**src/rtl/mips_register_file.sv**
```systemverilog
// MIPS general-purpose register file: 2**ADDR_W entries of DATA_W bits.
// Entry 0 is hard-wired to zero and has no storage. $gp and $sp come out of
// reset with their own preset values; every other entry clears to zero.
// Two combinational read ports (rs, rt), one clocked write port. With BYPASS=1
// a write in flight is forwarded to a read of the same index in that cycle.
// There is no handshake: a write is requested by reg_write=1 and is committed
// unconditionally on the next rising clk edge while rst_n is high.
module mips_register_file #(
    parameter int                 DATA_W   = 32,
    parameter int                 ADDR_W   = 5,
    parameter logic [DATA_W-1:0]  SP_RESET = DATA_W'(32'h0000_3FFC),
    parameter logic [DATA_W-1:0]  GP_RESET = DATA_W'(32'h0000_1800),
    parameter bit                 BYPASS   = 1'b1
) (
    input  logic              clk,
    input  logic              rst_n,
    input  logic              reg_write,
    input  logic [ADDR_W-1:0] write_reg,
    input  logic [DATA_W-1:0] write_data,
    input  logic [ADDR_W-1:0] read_reg1,
    input  logic [ADDR_W-1:0] read_reg2,
    output logic [DATA_W-1:0] read_data1,
    output logic [DATA_W-1:0] read_data2
);

    localparam int DEPTH  = 2 ** ADDR_W;
    localparam int GP_IDX = 28;
    localparam int SP_IDX = 29;

    // Storage for entries 1..DEPTH-1 only; entry 0 is synthesised as a constant.
    logic [DATA_W-1:0] regs_q  [1:DEPTH-1];
    // One-hot write select, bit i set when entry i is written this edge.
    logic [DEPTH-1:1]  wr_sel_d;
    // Read view of the whole file including the constant-zero entry 0.
    logic [DATA_W-1:0] rd_view [0:DEPTH-1];
    logic              byp1;
    logic              byp2;

    // One-hot decode of the destination index, gated by the write enable.
    // Index 0 has no select bit, so writes to $zero fall on the floor.
    always_comb begin
        wr_sel_d = '0;
        for (int i = 1; i < DEPTH; i++) begin
            wr_sel_d[i] = reg_write && (write_reg == ADDR_W'(i));
        end
    end

    // Register storage: async reset to the preset image, else commit the selected entry.
    always_ff @(posedge clk or negedge rst_n) begin
        if (!rst_n) begin
            for (int i = 1; i < DEPTH; i++) begin
                if (i == GP_IDX) begin
                    regs_q[i] <= GP_RESET;
                end else if (i == SP_IDX) begin
                    regs_q[i] <= SP_RESET;
                end else begin
                    regs_q[i] <= '0;
                end
            end
        end else begin
            for (int i = 1; i < DEPTH; i++) begin
                if (wr_sel_d[i]) begin
                    regs_q[i] <= write_data;
                end
            end
        end
    end

    // Present the stored entries with entry 0 forced to zero.
    always_comb begin
        rd_view[0] = '0;
        for (int i = 1; i < DEPTH; i++) begin
            rd_view[i] = regs_q[i];
        end
    end

    // Forwarding conditions: a live, non-zero write to the index being read.
    // rst_n is included so nothing leaks through while the file is held in reset.
    assign byp1 = BYPASS && rst_n && reg_write && (write_reg != '0) && (write_reg == read_reg1);
    assign byp2 = BYPASS && rst_n && reg_write && (write_reg != '0) && (write_reg == read_reg2);

    assign read_data1 = byp1 ? write_data : rd_view[read_reg1];
    assign read_data2 = byp2 ? write_data : rd_view[read_reg2];

endmodule

```
**config.mk**
```make
export PLATFORM = sky130hd
export DESIGN_NAME = mips_register_file
export DESIGN_NICKNAME = d
export VERILOG_FILES = /design/src/rtl/mips_register_file.sv
export SDC_FILE = /design/constraint.sdc
export NUM_CORES = 2
export LEC_CHECK = 0
export CORE_UTILIZATION = 44
export CTS_BUF_LIST = sky130_fd_sc_hd__clkbuf_16
export DETAILED_ROUTE_END_ITERATION = 8
export GPL_TIMING_DRIVEN = 0
export SLEW_MARGIN = 20
export SYNTH_ARGS = -nofsm -noshare
export SYNTH_HDL_FRONTEND = slang
export SYNTH_SLANG_ARGS = --single-unit
```
**constraint.sdc**
```tcl
create_clock -name clk -period 4.1 [get_ports clk]
set_input_delay 1.23 -clock clk [delete_from_list [all_inputs] [get_ports clk]]
set_output_delay 1.23 -clock clk [all_outputs]
set_load 0.02 [all_outputs]
```
# Word level (Yosys, flattened, before mapping)
# Cells that the tools add are included.
# word_totals
ff_bits	992
inputBits	50
out_inout_bits	64
elab_cells	112
# op_classes
order_cmp	2
n_eq_ne	33
mux	8
bitwise_logic	2
reduce_logical	36
# op_table
operator	n
32-bit binary-select mux with 5-bit select	2
32-bit two-way mux	6
5-bit equality test, second input constant	16
5-bit by 4-bit equality test with 1-bit output, second input constant	8
1-bit logical AND	35
5-bit by 3-bit equality test with 1-bit output, second input constant	4
6-bit >= comparator, second input constant	2
5-bit NOT with 6-bit output	2
5-bit by 2-bit equality test with 1-bit output, second input constant	2
5-bit equality test	2
5-bit by 1-bit equality test with 1-bit output, second input constant	1
5-bit nonzero test	1

# Depth between registers and ports, before layout
# logic_depth
ltp_word	5
depth_mapped	10

# Worst setup path after synthesis
# No wires, ideal clock.
# synth_path
kind	input port to output port
startpoint	input write_reg[2]
endpoint	output read_data2[11]
t_arrival_ns	3.065
required_ns	2.870
slack_ns	-0.195
path_stages	8
path_buffers	3
cell_sequence	buf_4 or2_4 o311ai_4 or4_1 buf_6 buf_2 nor2_1 a211oi_1
# synth_via
elab_chain_cells	4
# synth_rtl
item	line_no	source
from (decl)	18	input logic [ADDR_W-1:0] write_reg,
5-bit nonzero test	80	assign byp2 = BYPASS && rst_n && reg_write && (write_reg != '0) && (write_reg == read_reg2);
1-bit logical AND	80	
1-bit logical AND (*)	80	
32-bit two-way mux (*)	83	assign read_data2 = byp2 ? write_data : rd_view[read_reg2];
to (decl)	23	output logic [DATA_W-1:0] read_data2
# Every way passes the cells marked *; elsewhere a longest branch is shown, timed or not.

# Worst setup path after layout
# layout_path
startpoint	input write_reg[2]
endpoint	output read_data1[19]
# layout_via
elab_chain_cells	4
# layout_rtl
item	line_no	source
5-bit nonzero test	79	assign byp1 = BYPASS && rst_n && reg_write && (write_reg != '0) && (write_reg == read_reg1);
1-bit logical AND	79	
1-bit logical AND (*)	79	
32-bit two-way mux (*)	82	assign read_data1 = byp1 ? write_data : rd_view[read_reg1];
to (decl)	22	output logic [DATA_W-1:0] read_data1,
# Marks and branches as above.

==> impl_summary.md <==
STA
Setup violations remaining at the end of the flow were counted as 64. The final setup slack of the worst path is -578.1 ps. Dividing the final minimum period by the clock period gives 1.141. The final period demand of the worst path is 4678 ps. The final-report hold violation count is 0.

The number of max-slew violations in the final report is 0. The final worst clock skew is 0 ps. Setup repair after global routing could not meet its margin everywhere. The highest clock frequency the design can meet is about 210 MHz.

The measured slew at the worst slew-check pin is 1175 ps. The aggregate negative setup slack is -26830 ps. In this run the tightest slew margin relative to its limit is 0.2169.

Finish
The layout has approximately 10000 filler cells. The combined flip-flop and latch cell area is roughly 25000 sq um. In the final design database the tool counted 4085 nets. The total non-filler cell area in the finished layout is 66200 sq um.

Of the cells placed in the final design, the portion with a size suffix greater than 1 is 0.6028. The area of combinational cells with multiple inputs is 29460 sq um. Compared with the post-synthesis result, the final layout area differs by 23.42%.

The utilization after layout is 0.5496. The register with the most flip-flops in the layout has 992 of them.

Route
For this block, the routed nets add up to 205800 microns of wire. Across all layers, the routed design uses 38172 vias. The total iterations of the first detailed-routing run is 8. After detailed routing, the average wire length per cell comes to 35.84 microns. The routed via count divided by cell count is 6.648.

The post-route DRC violation count is 0. The antenna violation net count after detailed routing is 0. In this run, the number of DRC markers left after iteration 0 of detailed routing was 4496.

Logic synthesis
The fraction of registers with async set or reset after synthesis is 1.000. The flip-flop cell with the highest count after synthesis is sky130_fd_sc_hd__dfrtp_1. The number of warning messages in the yosys log is 0. The total standard cell area after synthesis is between 50000 and 60000 sq um.

The per-instance average area after synthesis is 14.52 sq um. Synthesis produced a netlist with a net count of 3744. After technology mapping, the gate count stands at between 3000 and 4000. The share of synthesized area occupied by flip-flops and latches is 0.4631. The number of enable-type register cells in the synthesized netlist is 0. In this run, synthesis produced a sequential element count of 992. The unique cell type count in the Yosys netlist is 42.

Global route
The first global-routing pass estimated 291900 microns of wire. The number of antenna violations at the first check in global routing was 7. The global routing usage summed across all routing layers is 0.3365.

The pin count of the biggest net entering global routing is around 140. The number of global-route vias before repair is 38457. For this run the aggregate overflow at the end of global routing stands at 0.

CTS
The buffer depth of the longest clock path is 3. The number of sinks on the clock net is 992. After clock tree synthesis, the clock-pin slew on the worst setup and hold paths is 60 ps.

The cts-stage hold buffer count is 0. TritonCTS built the clock tree. The total number of H-tree levels is 3.

The root cell of the clock tree is sky130_fd_sc_hd__clkbuf_16. The CTS buffer count is 110. The clock latency on the worst-skew pair is 710 ps.

Die
The vertical extent of the die is roughly 350 microns. The die is 351.2 microns wide. The core area is 120400 sq um. For this configuration, the core starts out at a cell density of 0.4453. The die covers 123300 sq um. The number of ports placed on the die boundary is 114. In this run the core area contains 127 standard-cell rows.

Setup path
By startpoint and endpoint, the worst setup path is classified as in2out. The master of the slowest instance on the critical path is sky130_fd_sc_hd__o311ai_4. STA classifies the critical path endpoint as an output port.

The data required time at the worst endpoint is between 2000 and 3000 ps. The category of the worst setup path launch point is an input port. In this design, the stage delay of the slowest critical-path cell is roughly 410 ps. At the worst endpoint, the arrival time is between 3000 and 4000 ps. Walking the worst path, the cells encountered are buf_12 > or2_4 > o311ai_4 > nor4_4 > buf_12 > buf_16 > buf_12 > or3_4 > o21ai_4 > buf_6. The worst register-to-register path has a depth of 1. The peak fanout along the critical path is 7. The critical path's most frequent cell is sky130_fd_sc_hd__buf_12.

Worst hold path
The path class of the lowest-slack min-delay path is in2async.

Pwr
Summed over all cells, the static leakage comes to 28.36 nW. The overall power of the completed layout is 30.27 mW. The power density relative to cell area is ~460 nW/um^2. The maximum ir drop on the vdd rail is 341.5 uV.

Placed design
Before CTS, the worst setup slack after placement is -2890 ps. The standard cell area after detailed placement is around 57000 sq um. The congestion estimate from routability-driven global placement came to 0.9693. Port buffering added 102 buffers. The HPWL after detailed placement is 141600 microns.

Job
The max-capacitance violation count is 0.

Status
The checks that failed: negative setup slack. The run finished, with violations left.
[routing by layer]
layer | vias up | global-route usage | wire length [microns]
met5 | - | 0 | 12
met4 | 2 | 0.1437 | 9739
met3 | 513 | 0.1022 | 22550
met2 | 2086 | 0.4941 | 90610
met1 | 20560 | 0.4616 | 82860
li1 | 15011 | - | -
[cell usage after synthesis, types with 12 or more instances]
| cell type | n | area, sq um |
|---|---|---|
| sky130_fd_sc_hd__mux2_2 | 1137 | 12800 |
| sky130_fd_sc_hd__dfrtp_1 | 978 | 24470 |
| sky130_fd_sc_hd__mux4_2 | 373 | 8401 |
| sky130_fd_sc_hd__clkbuf_1 | 198 | 743.2 |
| sky130_fd_sc_hd__buf_2 | 156 | 780.8 |
| sky130_fd_sc_hd__mux2i_1 | 152 | 1521 |
| sky130_fd_sc_hd__a221oi_1 | 120 | 1051 |
| sky130_fd_sc_hd__nor2_1 | 105 | 394.1 |
| sky130_fd_sc_hd__o22ai_1 | 100 | 625.6 |
| sky130_fd_sc_hd__nand2_1 | 62 | 232.7 |
| sky130_fd_sc_hd__o221ai_1 | 44 | 385.4 |
| sky130_fd_sc_hd__buf_4 | 37 | 277.8 |
| sky130_fd_sc_hd__or3_1 | 35 | 219.0 |
| sky130_fd_sc_hd__o21ai_1 | 31 | 155.2 |
| sky130_fd_sc_hd__o32ai_1 | 31 | 271.5 |
| sky130_fd_sc_hd__a211oi_1 | 25 | 187.7 |
| sky130_fd_sc_hd__dfstp_2 | 14 | 367.9 |
| sky130_fd_sc_hd__nand3_1 | 12 | 60.06 |
[worst max-delay path, delay by kind of cell]
kind	cells	cell delay [ps]
AND/OR/NAND/NOR	3	780
AO/OA/AOI/OAI	2	650
buffers and inverters	5	760
[through the flow]
stage,instances,hold WS [ps]
global placement,5408,485.2
finish,5742,311.3
floorplan,3694,470.1
detailed placement,5418,495.8
CTS,5711,316.9
global route,5738,296.5
[kinds of logic after synthesis]
logic type | synth area share
xor+xnor | 0.001633
flops | 0.4631
buf+inv | 0.03653
mux | 0.4260
simple gates | 0.02158
compound gates | 0.05115
[final timing paths]
path,startpoint,end,slack [ps]
setup reg to reg,rd_view[486],rd_view[486],3270
min in group clk,rd_view[775],rd_view[775],510
max in group asynchronous,rst_n,rd_view[802],2030
hold / removal,rst_n,rd_view[438],310
setup / recovery,write_reg[2],read_data1[19],-580
hold reg to reg,rd_view[775],rd_view[775],510
[area by class of cell]
type	count	share of cell area
Antenna cell	4	0.0001512
Buffer	401	0.05275
Clock buffer	112	0.04233
Clock inverter	91	0.007711
Inverter	1	0.00005670
Multi-Input combinational cell	2291	0.4451
Sequential cell	992	0.3752
Tap cell	1612	0.03047
Timing Repair Buffer	238	0.04625
[cell usage in the layout (no fill, tap or decap), types with 31 or more instances in the layout]
cell type,instances
sky130_fd_sc_hd__mux2_2,1122
sky130_fd_sc_hd__dfrtp_1,978
sky130_fd_sc_hd__mux4_2,373
sky130_fd_sc_hd__mux2i_1,147
sky130_fd_sc_hd__buf_6,121
sky130_fd_sc_hd__clkbuf_16,119
sky130_fd_sc_hd__clkbuf_1,102
sky130_fd_sc_hd__buf_4,95
sky130_fd_sc_hd__buf_2,86
sky130_fd_sc_hd__o22ai_1,78
sky130_fd_sc_hd__nor2_1,77
sky130_fd_sc_hd__buf_12,51
sky130_fd_sc_hd__a221oi_2,49
sky130_fd_sc_hd__nand2_1,46
sky130_fd_sc_hd__a221oi_1,42
sky130_fd_sc_hd__clkbuf_8,37
sky130_fd_sc_hd__inv_1,37
sky130_fd_sc_hd__clkdlybuf4s50_1,32
sky130_fd_sc_hd__o21ai_4,31
sky130_fd_sc_hd__or3_4,31
[report_power, final]
group | total, mW | switching [mW] | internal (mW)
Combinational | 7.71 | 3.43 | 4.28
Clock | 9.39 | 4.24 | 5.15
Sequential | 13.2 | 1.43 | 11.7
Total | 30.3 | 9.10 | 21.2
[repair_timing]
item,CTS,global route
setup endpoints to repair,64,64
gates resized for setup,1269,131
pin swaps,115,87
setup buffers,73,39
gates cloned,22,2
(Power assumes the default switching activity.)
